==> src/rtl/pc_flow_sequencer.sv <==
// -----------------------------------------------------------------------------
// pc_flow_sequencer
//   Control-flow sequencer that sits between the instruction decoder and the
//   ProgramCounter. Each cycle it turns decoder requests (branch, jump, call,
//   return, stall, halt) into the ProgramCounter's LoadValue/LoadEnable and
//   Offset/OffsetEnable controls. It owns a hardware return-address stack and
//   a three-state fetch FSM (RUN / FLUSH / HALT).
//
//   ProgramCounter contract assumed by this block:
//     reset -> 0; LoadEnable -> LoadValue (beats Offset);
//     OffsetEnable -> PC + Offset; otherwise PC + 1.
//   "Hold PC" is therefore expressed as OffsetEnable=1 with Offset=0.
//
// Parameters
//   STACK_DEPTH  return-address stack entries (>= 1)
//   PC_W         program counter width
//   OFF_W        signed relative-branch offset width
//
// Ports
//   i_clock            system clock, rising edge
//   i_reset            asynchronous, active-high reset
//   i_counter_value    current PC from the ProgramCounter
//   i_stall            hold PC this cycle
//   i_branch_req       taken relative branch (condition already resolved)
//   i_branch_offset    signed branch offset
//   i_jump_req         absolute jump to i_jump_target
//   i_call_req         push return address, jump to i_jump_target
//   i_jump_target      absolute target for jump/call
//   i_return_req       pop return address into PC
//   i_halt_req         enter HALT
//   i_resume           leave HALT
//   o_load_value       to ProgramCounter (0 when o_load_enable=0)
//   o_load_enable      to ProgramCounter
//   o_offset           to ProgramCounter (0 when o_offset_enable=0)
//   o_offset_enable    to ProgramCounter
//   o_fetch            instruction at i_counter_value valid for decode
//   o_stack_overflow   sticky: call made while stack full
//   o_stack_underflow  sticky: return made while stack empty
//   o_state            RUN=0, FLUSH=1, HALT=2
// -----------------------------------------------------------------------------
module pc_flow_sequencer #(
  parameter int STACK_DEPTH = 4,
  parameter int PC_W        = 16,
  parameter int OFF_W       = 9
) (
  input  logic             i_clock,
  input  logic             i_reset,
  input  logic [PC_W-1:0]  i_counter_value,
  input  logic             i_stall,
  input  logic             i_branch_req,
  input  logic [OFF_W-1:0] i_branch_offset,
  input  logic             i_jump_req,
  input  logic             i_call_req,
  input  logic [PC_W-1:0]  i_jump_target,
  input  logic             i_return_req,
  input  logic             i_halt_req,
  input  logic             i_resume,
  output logic [PC_W-1:0]  o_load_value,
  output logic             o_load_enable,
  output logic [OFF_W-1:0] o_offset,
  output logic             o_offset_enable,
  output logic             o_fetch,
  output logic             o_stack_overflow,
  output logic             o_stack_underflow,
  output logic [1:0]       o_state
);

  // Stack pointer counts occupied entries, so it needs to reach STACK_DEPTH.
  localparam int SP_W  = $clog2(STACK_DEPTH + 1);
  localparam int IDX_W = (STACK_DEPTH > 1) ? $clog2(STACK_DEPTH) : 1;

  typedef enum logic [1:0] {
    ST_RUN   = 2'd0,
    ST_FLUSH = 2'd1,
    ST_HALT  = 2'd2
  } state_t;

  state_t r_state;
  state_t w_state_next;

  // Return-address stack. Read is combinational because the popped address
  // has to reach the ProgramCounter in the same cycle as ReturnReq.
  logic [PC_W-1:0] r_stack [STACK_DEPTH];
  logic [SP_W-1:0] r_sp;
  logic            r_overflow;
  logic            r_underflow;

  logic             w_stack_empty;
  logic             w_stack_full;
  logic [IDX_W-1:0] w_wr_idx;
  logic [IDX_W-1:0] w_rd_idx;
  logic [PC_W-1:0]  w_top;
  logic [PC_W-1:0]  w_ret_addr;

  logic             w_load_enable;
  logic [PC_W-1:0]  w_load_value;
  logic             w_offset_enable;
  logic [OFF_W-1:0] w_offset;
  logic             w_fetch;
  logic             w_push;
  logic             w_pop;
  logic             w_set_overflow;
  logic             w_set_underflow;

  assign w_stack_empty = (r_sp == '0);
  assign w_stack_full  = (r_sp == SP_W'(STACK_DEPTH));
  // Push lands at index r_sp, the top lives at r_sp-1. Both indices are only
  // used when they are in range (push never when full, pop never when empty).
  assign w_wr_idx      = IDX_W'(r_sp);
  assign w_rd_idx      = IDX_W'(r_sp - SP_W'(1));
  assign w_top         = r_stack[w_rd_idx];
  // Return address wraps naturally at the PC width (all-ones -> zero).
  assign w_ret_addr    = i_counter_value + PC_W'(1);

  // ---------------------------------------------------------------------------
  // FSM process 1: state register
  // ---------------------------------------------------------------------------
  always_ff @(posedge i_clock or posedge i_reset) begin
    if (i_reset) begin
      r_state <= ST_RUN;
    end else begin
      r_state <= w_state_next;
    end
  end

  // ---------------------------------------------------------------------------
  // FSM process 2: next-state logic
  // RUN priority: halt > stall > return > call > jump > branch > none.
  // A return on an empty stack degrades to PC+1 and does not redirect.
  // ---------------------------------------------------------------------------
  always_comb begin
    w_state_next = r_state;
    case (r_state)
      ST_RUN: begin
        if (i_halt_req) begin
          w_state_next = ST_HALT;
        end else if (i_stall) begin
          w_state_next = ST_RUN;
        end else if (i_return_req) begin
          w_state_next = w_stack_empty ? ST_RUN : ST_FLUSH;
        end else if (i_call_req || i_jump_req || i_branch_req) begin
          w_state_next = ST_FLUSH;
        end else begin
          w_state_next = ST_RUN;
        end
      end
      ST_FLUSH: begin
        w_state_next = ST_RUN;
      end
      ST_HALT: begin
        w_state_next = i_resume ? ST_RUN : ST_HALT;
      end
      default: begin
        w_state_next = ST_RUN;
      end
    endcase
  end

  // ---------------------------------------------------------------------------
  // FSM process 3: outputs and stack/flag strobes
  // Everything is forced inactive while reset is high so the ProgramCounter
  // sees no enables during an asynchronous reset.
  // ---------------------------------------------------------------------------
  always_comb begin
    w_load_enable   = 1'b0;
    w_load_value    = '0;
    w_offset_enable = 1'b0;
    w_offset        = '0;
    w_fetch         = 1'b0;
    w_push          = 1'b0;
    w_pop           = 1'b0;
    w_set_overflow  = 1'b0;
    w_set_underflow = 1'b0;
    if (!i_reset) begin
      case (r_state)
        ST_RUN: begin
          if (i_halt_req || i_stall) begin
            // Hold PC; the instruction at CounterValue is not consumed.
            w_offset_enable = 1'b1;
          end else begin
            w_fetch = 1'b1;
            if (i_return_req) begin
              if (!w_stack_empty) begin
                w_load_enable = 1'b1;
                w_load_value  = w_top;
                w_pop         = 1'b1;
              end else begin
                w_set_underflow = 1'b1;
              end
            end else if (i_call_req) begin
              // The jump is taken even when the return address is dropped.
              w_load_enable = 1'b1;
              w_load_value  = i_jump_target;
              if (!w_stack_full) begin
                w_push = 1'b1;
              end else begin
                w_set_overflow = 1'b1;
              end
            end else if (i_jump_req) begin
              w_load_enable = 1'b1;
              w_load_value  = i_jump_target;
            end else if (i_branch_req) begin
              w_offset_enable = 1'b1;
              w_offset        = i_branch_offset;
            end
          end
        end
        default: begin
          // FLUSH bubble and HALT both hold the PC and ignore requests.
          w_offset_enable = 1'b1;
        end
      endcase
    end
  end

  // ---------------------------------------------------------------------------
  // Stack pointer and sticky error flags
  // ---------------------------------------------------------------------------
  always_ff @(posedge i_clock or posedge i_reset) begin
    if (i_reset) begin
      r_sp        <= '0;
      r_overflow  <= 1'b0;
      r_underflow <= 1'b0;
    end else begin
      if (w_push) begin
        r_sp <= r_sp + SP_W'(1);
      end else if (w_pop) begin
        r_sp <= r_sp - SP_W'(1);
      end
      if (w_set_overflow) begin
        r_overflow <= 1'b1;
      end
      if (w_set_underflow) begin
        r_underflow <= 1'b1;
      end
    end
  end

  // Stack contents need no reset: the pointer alone defines what is valid.
  always_ff @(posedge i_clock) begin
    if (w_push) begin
      r_stack[w_wr_idx] <= w_ret_addr;
    end
  end

  assign o_load_enable     = w_load_enable;
  assign o_load_value      = w_load_value;
  assign o_offset_enable   = w_offset_enable;
  assign o_offset          = w_offset;
  assign o_fetch           = w_fetch;
  assign o_stack_overflow  = r_overflow;
  assign o_stack_underflow = r_underflow;
  assign o_state           = r_state;

endmodule

==> config.mk <==
export PLATFORM = sky130hd
export DESIGN_NAME = pc_flow_sequencer
export DESIGN_NICKNAME = d
export VERILOG_FILES = /design/src/rtl/pc_flow_sequencer.sv
export SDC_FILE = /design/constraint.sdc
export NUM_CORES = 1
export LEC_CHECK = 0
export CAP_MARGIN = 40
export CORE_ASPECT_RATIO = 0.75
export CORE_MARGIN = 5
export CORE_UTILIZATION = 53
export DETAILED_ROUTE_END_ITERATION = 7
export GPL_ROUTABILITY_DRIVEN = 0
export PLACE_DENSITY_LB_ADDON = 0.05
export REMOVE_ABC_BUFFERS = 1
export SYNTH_ARGS = -nofsm -noshare
export SYNTH_HDL_FRONTEND = slang
export SYNTH_SLANG_ARGS = --single-unit
==> constraint.sdc <==
create_clock -name i_clock -period 4.2 [get_ports i_clock]
set_input_delay 0.84 -clock i_clock [delete_from_list [all_inputs] [get_ports i_clock]]
set_output_delay 0.84 -clock i_clock [all_outputs]
set_load 0.03 [all_outputs]
==> results of run 1 <==
cells by family (layout without fill, tap and decap cells):
family / count (synthesis) / in the layout
AND/OR/NAND/NOR: 70 / 70
XOR/XNOR: 16 / 16
AO/OA/AOI/OAI: 26 / 26
multiplexers: 16 / 16
adder cells (fa/ha/maj): 6 / 6
buffers and inverters: 16 / 111
flip-flops: 71 / 71
worst max-delay path: stages:
cell and delay [ns]:
clkdlybuf4s50_1 0.51, nor3_1 0.35, nand2_1 0.12, nor2_1 0.36, and2_1 0.19, clkdlybuf4s50_1 0.68
per-stage QoR:
stage / util, % / hold slack [ns]
2_1_floorplan: - / 0.486
3_3_place_gp: 68.4 / 0.450
3_5_place_dp: 68.4 / 0.472
4_1_cts: 71.4 / 0.494
5_1_grt: 71.4 / 0.506
6_report: 71.4 / 0.489
registers in the layout, indices dropped and copies added (netlist names):
register	count
r_sp	3
o_stack_underflow	1
o_stack_overflow	1
r_stack	64
o_state	2
synth_stat cells (2+ instances only):
master | number | area, um2
nor2_1 | 24 | 90.1
nand2_1 | 9 | 33.8
inv_1 | 6 | 22.5
xnor2_1 | 9 | 78.8
mux4_1 | 8 | 210
mux4_2 | 8 | 180
edfxtp_1 | 64 | 1920
nand4_1 | 2 | 12.5
nor3_1 | 5 | 25.0
ha_1 | 6 | 75.1
buf_2 | 6 | 30.0
xor2_1 | 7 | 61.3
and2_1 | 11 | 68.8
and3_1 | 5 | 31.3
dfrtp_1 | 7 | 175
a21oi_1 | 3 | 15.0
a22oi_1 | 16 | 120
nand3_1 | 8 | 40.0
layer usage:
metal | routed length (um) | vias up | GRT usage (%) | part of all wire, %
met4 | 25 | 0 | 3.93 | 0.35
met5 | 0 | - | 0 | 0
met3 | 458 | 2 | 5.71 | 6.4
li1 | - | 1035 | - | -
met1 | 3130 | 1036 | 26.4 | 44
met2 | 3570 | 59 | 30.0 | 50
how the worst max path moves through the flow:
stage / from / end / slack (ns)
floorplan: r_sp[0] / o_load_value[10] / 0.90
global placement: i_return_req / o_offset[8] / 0.38
detailed placement: i_return_req / o_offset[8] / 0.33
CTS: i_return_req / o_offset[8] / 0.33
global route: i_return_req / o_offset[6] / 0.07
finish: i_return_req / o_offset[8] / 0.32
layout make-up:
type | count | area (um2)
tap | 81 | 101
multi-input combinational | 134 | 1160
timing repair buffer | 89 | 871
clock buffer | 10 | 128
fill | 431 | 1780
sequential | 71 | 2100
inverter | 7 | 27.5
clock inverter | 5 | 58.8
power by group:
| part | leakage [nW] | switching, mW | internal, mW | total (mW) |
|---|---|---|---|---|
| logic | 0.820 | 0.307 | 0.318 | 0.626 |
| registers | 0.661 | 0.0249 | 0.800 | 0.825 |
| clock network | 0.0888 | 0.245 | 0.272 | 0.517 |
placed cells by master, fill, tap and decap left out, types with 2 or more instances in the layout:
cell	n
xor2_1	7
clkinv_2	2
and2_1	11
edfxtp_1	64
nor2_1	24
inv_1	6
xnor2_1	9
a22oi_1	16
and3_1	5
nand3_1	8
ha_1	6
clkinvlp_4	2
clkbuf_8	9
nand2_1	9
a21oi_1	3
mux4_2	8
nor3_1	5
nand4_1	2
clkdlybuf4s50_1	81
dfrtp_1	7
buf_4	8
mux4_1	8
==> flow_summary.ini, run 1 <==
[run_status]
status = complete, no violations

[synthesis]
synthXorXnorAreaFrac_pct = 4.18
netlist_area_um2 = 3350
ys_seq_elements = 71
yosysWarnings = 0
ys_types = 35
synth-simple-area-share_pct = 10.8
synth.avg_cell_area_um2 = 15.2
syn_inst = 221
synth_edf_count = 64
seq_area_frac_synth_pct = 62.5
synth-compound-area-share_pct = 5.75
async_reset_ff_share_pct = 9.86
synth_top_family_by_area = multiplexers
ys.flop_type = edfxtp_1
synth_fa_ha_area_share_pct = 2.24
synthMuxAreaShare_pct = 11.6

[route]
drcViolationCount = 0
wirelength_um = 7180
drtIter0Drc = 115
ant_nets = 0
avgViaCountPerCell = 5.37
vias = 2132
drt-pass1-iter-count = 4
drt-wirelength-per-cell_um = 18.1

[timing]
rsz0062_at_grt = no
worstMarginPinSlew_ns = 0.811
hold_violations = 0
slew_viol_final = 0
period_needed_ns = 3.88
tns_ns = 0
fin_skew_ns = 0.00725
fin_ws_ns = 0.318
fin_crit_sh_pct = 92.4
max_freq_ghz = 0.258
setup_viol = 0
relSlewSlack_pct = 46.0

[place]
place_ws_ns = 0.329
hpwl_um = 5070
dp_cells = 382
dpl_cell_area_um2 = 4260
io_buffers = 81

[setup_path]
critPathLaunchType = input port
critPathRequiredTime_ns = 3.36
r2r_start = o_state[1]
critPathMaxFanout = 9
cp-end-kind = output port
cp_data_arrival_time_ns = 3.04
r2r_cells = 5
reg2reg_setup_slack_ns = 1.94
path_class = input port to output port
worst_r2r_endpoint = r_stack[1][2]

[cts]
clock_latency_ns = 0.34
clk_path_buf_depth = 2
cts_made_buffers = 9
path_clk_slew_ns = 0.07
cts_tree = yes
htreeDepth = 3
post-cts-setup-buffers = 0
clock-sinks = 71
cts_hold_buffers = 0
cts-root-buf = clkbuf_8
cts_resized = 0

[grt]
overflow = 0
grt_first_pass_wirelength_um = 11200
first_global_vias = 2148
grt_max_degree = 22
grtUsageTotal_pct = 19.0
antenna_found_initial = 0

[die]
initial_core_util_pct = 53.9
io_pins = 82
placementRows = 25
core_area_um2 = 6220
fp.dieW_um = 102
dieHeight_um = 78.9
die_area_um2 = 8030

[pwr]
power_mw = 1.97
power_density_nw_per_um2 = 443
p_leak_nw = 1.57
ir_worst_vdd_v = 0.000244

[finish]
nets = 368
finalNonFillerCells = 397
area_growth_pct = 32.5
antennaDiodeCount = 0
drive_above_1_share_pct = 11.1
finalInstanceArea_um2 = 4440

[min_path]
min_from = o_stack_overflow
hold_class = flop to flop
hold-path-endpoint = o_stack_overflow
whs_path_depth = 1

[flow_run]
cap_violations = 0
Power figures use the tool's default switching activity.
==> inputs of run 2 (changes only) <==
Settings changed: CAP_MARGIN 40 to not set, CTS_BUF_LIST set to sky130_fd_sc_hd__clkbuf_16, TNS_END_PERCENT set to 10.
==> run 2 against run 1 <==
  * Hold slack worse by 0.0051 ns
  * Die area stayed put
  * Critical path depth unchanged
  * Global-route usage is 0.21 points higher
  * Largest cell class unchanged
  * Highest routed layer unchanged
==> flow_summary.ini, run 2 (synthesis gave the netlist of run 1 again) <==
[grt]
grt_first_pass_wirelength_um = 11400
grt_max_degree = 22
overflow = 0
antenna_found_initial = 0
first_global_vias = 2195
grtUsageTotal_pct = 19.2

[setup_path]
r2r_cells = 5
cp-end-kind = output port
critPathLaunchType = input port
reg2reg_setup_slack_ns = 1.93
path_class = input port to output port
critPathRequiredTime_ns = 3.36
endpoint = o_offset[8]
cp_data_arrival_time_ns = 3.03
worst_r2r_endpoint = r_stack[1][14]
critPathMaxFanout = 9
cp-startpoint = i_return_req
r2r_start = o_state[1]

[timing]
worstMarginPinSlew_ns = 0.819
max_freq_ghz = 0.258
slew_viol_final = 0
fin_hold_ws_ns = 0.484
relSlewSlack_pct = 45.4
period_needed_ns = 3.87
fin_crit_sh_pct = 92.2
fin_skew_ns = 0.00514
tns_ns = 0
rsz0062_at_grt = no
hold_violations = 0
setup_viol = 0

[finish]
largest_reg_flops = 64
drive_above_1_share_pct = 11.1
most-common-layout-cells = 81 x clkdlybuf4s50_1, 64 x edfxtp_1, 24 x nor2_1
area_growth_pct = 35.5
top_register = r_stack
antennaDiodeCount = 0
mostFrequentLayoutCell = clkdlybuf4s50_1
nets = 368

[die]
io_pins = 82
initial_core_util_pct = 53.9
core_area_um2 = 6220
die_area_um2 = 8030
dieHeight_um = 78.9
placementRows = 25
fp.dieW_um = 102

[cts]
clock-sinks = 71
cts_tree = yes
path_clk_slew_ns = 0.06
cts_hold_buffers = 0
clk_path_buf_depth = 2
post-cts-setup-buffers = 0
cts_resized = 0
cts-root-buf = clkbuf_16
cts_made_buffers = 9
htreeDepth = 3
clock_latency_ns = 0.32

[route]
drtIter0Drc = 107
avgViaCountPerCell = 5.43
ant_nets = 0
vias = 2155
drt-pass1-iter-count = 5
wirelength_um = 7320
drcViolationCount = 0
drt-wirelength-per-cell_um = 18.4

[run_status]
status = complete, no violations

[place]
hpwl_um = 5070
io_buffers = 81

[pwr]
ir_worst_vdd_v = 0.000252
p_leak_nw = 1.62
power_density_nw_per_um2 = 478

[flow_run]
cap_violations = 0

[min_path]
hold_class = flop to flop
run 2: cell count changes in the layout (fill, tap and decap cells not counted), sizes merged:
cell    delta
inv        +1
clkbuf     -1
run 2: power by group:
part / switching, mW / leakage (nW) / internal (mW)
registers: 0.0249 / 0.661 / 0.801
clock network: 0.266 / 0.139 / 0.454
logic: 0.309 / 0.820 / 0.318
run 2: critical path, cell delays in order:
cell and delay, ns:
clkdlybuf4s50_1 0.50, nor3_1 0.35, nand2_1 0.12, nor2_1 0.36, and2_1 0.19, clkdlybuf4s50_1 0.68
run 2: metal layers:
| metal | part of all wire, % | track usage (%) | up-vias |
|---|---|---|---|
| li1 | - | - | 1034 |
| met1 | 41 | 26.3 | 1050 |
| met2 | 52 | 31.2 | 69 |
| met3 | 6.3 | 4.65 | 2 |
| met4 | 0.34 | 4.72 | 0 |
| met5 | 0 | 0 | - |
run 2: worst min-delay path by stage:
stage                startpoint                to  slack [ns]  depth (start not counted)
2_1_floorplan           r_sp[2]           r_sp[2]        0.49                          1
3_3_place_gp   o_stack_overflow  o_stack_overflow        0.45                          1
3_5_place_dp   o_stack_overflow  o_stack_overflow        0.47                          1
4_1_cts        o_stack_overflow  o_stack_overflow        0.49                          1
5_1_grt        o_stack_overflow  o_stack_overflow        0.50                          1
6_report       o_stack_overflow  o_stack_overflow        0.48                          1
run 2: metrics by stage:
step | setup WS (ns) | util [%] | total power [mW] | instance area (um2) | std cells
final | 0.326 | 73.0 | 2.17 | 4540 | 397
after global routing | 0.0713 | 73.0 | 2.29 | 4540 | 397
after CTS | 0.325 | 73.0 | 2.20 | 4540 | 397
after detailed placement | 0.329 | 68.4 | 1.48 | 4260 | 382
after global placement | 0.378 | 68.4 | 1.46 | 4260 | 382
after floorplan | 0.903 | - | 1.26 | 3280 | 212
run 2: layout make-up:
class	instances	area [um2]
sequential	71	2100
fill	422	1680
multi-input combinational	134	1160
timing repair buffer	89	871
clock buffer	9	225
tap	81	101
clock inverter	6	62.6
inverter	7	27.5
==> inputs of run 3 (changes only) <==
Settings changed: PLACE_DENSITY set to 0.85, PLACE_DENSITY_LB_ADDON 0.05 to not set.
==> run 3 against run 2 <==
  * Critical path depth unchanged
  * Non-clock buffer count grew 2
  * Via count is 2.9% higher
  * Maximum frequency is 0.59% higher
  * Routed wire length rose by 6.4%
  * Core utilization rose by 0.52 points
  * Die area unchanged
  * Register-to-register slack better by 0.27 ns
  * First-iteration DRC count increased by 48%
  * Sequential power barely moved
  * Setup slack improved by 0.023 ns
  * Critical path type unchanged
  * Largest cell class unchanged
==> flow_summary.ini, run 3 (synthesis gave the netlist of run 1 again) <==
[pwr]
switching_share_pct = 26.9
ir_worst_vdd_v = 0.000387
power_density_nw_per_um2 = 488
p_seq_share_pct = 37.0
p_leak_nw = 1.65
pwr-share-clk_pct = 34.3
p_sw_mw = 0.601
p_comb_share_pct = 28.7
p_int_mw = 1.63

[setup_path]
critPathLaunchType = input port
path_class = input port to output port
r2r_cells = 6
critPathMaxFanout = 9
cp_data_arrival_time_ns = 3.01
critPathRequiredTime_ns = 3.36
cp-end-kind = output port

[finish]
drive_above_1_share_pct = 11.0
antennaDiodeCount = 0
nets = 370
largest_reg_flops = 64
area_growth_pct = 36.5
finalInstanceArea_um2 = 4580
top_register = r_stack
most-common-layout-cells = 81 x clkdlybuf4s50_1, 64 x edfxtp_1, 24 x nor2_1
n_fill_cell = 397
mostFrequentLayoutCell = clkdlybuf4s50_1
finalNonFillerCells = 400

[route]
vias = 2217
wirelength_um = 7780
drcViolationCount = 0
ant_nets = 0
drt-wirelength-per-cell_um = 19.5
avgViaCountPerCell = 5.54
drt-pass1-iter-count = 4
drtIter0Drc = 158

[timing]
period_needed_ns = 3.85
setup_viol = 0
worstMarginPinSlew_ns = 0.809
slew_viol_final = 0
hold_violations = 0
tns_ns = 0
fin_crit_sh_pct = 91.7
fin_skew_ns = 0.00548
max_freq_ghz = 0.260
rsz0062_at_grt = no
relSlewSlack_pct = 46.1

[grt]
first_global_vias = 2342
grtUsageTotal_pct = 20.7
grt_max_degree = 22
grt_first_pass_wirelength_um = 12100
antenna_found_initial = 0
overflow = 0

[cts]
path_clk_slew_ns = 0.05
clock-sinks = 71
clk_path_buf_depth = 2
cts_tree = yes
cts-root-buf = clkbuf_16
cts_made_buffers = 9
post-cts-setup-buffers = 0
clock_latency_ns = 0.32
cts_resized = 0
cts_hold_buffers = 0
htreeDepth = 3

[die]
dieHeight_um = 78.9
placementRows = 25
io_pins = 82
core_area_um2 = 6220
die_area_um2 = 8030
fp.dieW_um = 102
initial_core_util_pct = 53.9

[place]
io_buffers = 81
hpwl_um = 5310
dp_cells = 384
dpl_cell_area_um2 = 4270

[min_path]
whs_path_depth = 1
hold_class = flop to flop

[run_status]
status = complete, no violations

[flow_run]
cap_violations = 0
==> run 3: metal layers <==
| metal | vias to the layer above | track usage, % | share of wire, % |
|---|---|---|---|
| met3 | 7 | 5.97 | 6.6 |
| met1 | 1085 | 27.1 | 42 |
| met5 | - | 0 | 0 |
| met4 | 0 | 6.55 | 1.2 |
| met2 | 75 | 33.6 | 50 |
| li1 | 1050 | - | - |
==> run 3: worst paths after layout <==
| path | from | to | slack, ns |
|---|---|---|---|
| worst max-delay path | i_return_req | o_offset[1] | 0.35 |
| min in group asynchronous | i_reset | o_state[1] | 0.82 |
| worst max register to register | r_sp[1] | r_stack[1][0] | 2.20 |
| worst min register to register | o_stack_overflow | o_stack_overflow | 0.47 |
| max in group asynchronous | i_reset | o_stack_overflow | 3.15 |
| worst min-delay path | o_stack_overflow | o_stack_overflow | 0.47 |
==> run 3: metrics by stage <==
stage	power, mW	hold WS, ns	setup slack (ns)	utilization (%)
after global placement	1.47	0.456	0.448	68.6
after floorplan	1.26	0.486	0.903	-
final	2.23	0.471	0.348	73.5
after global routing	2.34	0.513	0.128	73.5
after CTS	2.25	0.483	0.345	73.5
after detailed placement	1.48	0.472	0.350	68.6
==> run 3: final cells by class <==
type	instances	area [um2]	share of cell area (%)
timing repair buffer	91	886	19.4
multi-input combinational	134	1160	25.3
clock inverter	7	80.1	1.75
clock buffer	9	225	4.92
sequential	71	2100	45.8
tap	81	101	2.21
inverter	7	27.5	0.601
==> run 3: worst max-delay path, cell delays in order <==
cell and delay (ns):
clkdlybuf4s50_1 0.51, nor3_1 0.35, nand2_1 0.11, nor2_1 0.32
and2_1 0.19, clkdlybuf4s50_1 0.68
==> run 3: power groups by stage <==
stage	Sequential [mW]	Clock (mW)	Combinational, mW
floorplan	0.886	0	0.376
global placement	0.837	0	0.633
detailed placement	0.837	0	0.641
CTS	0.825	0.780	0.650
global route	0.829	0.816	0.690
finish	0.826	0.767	0.642
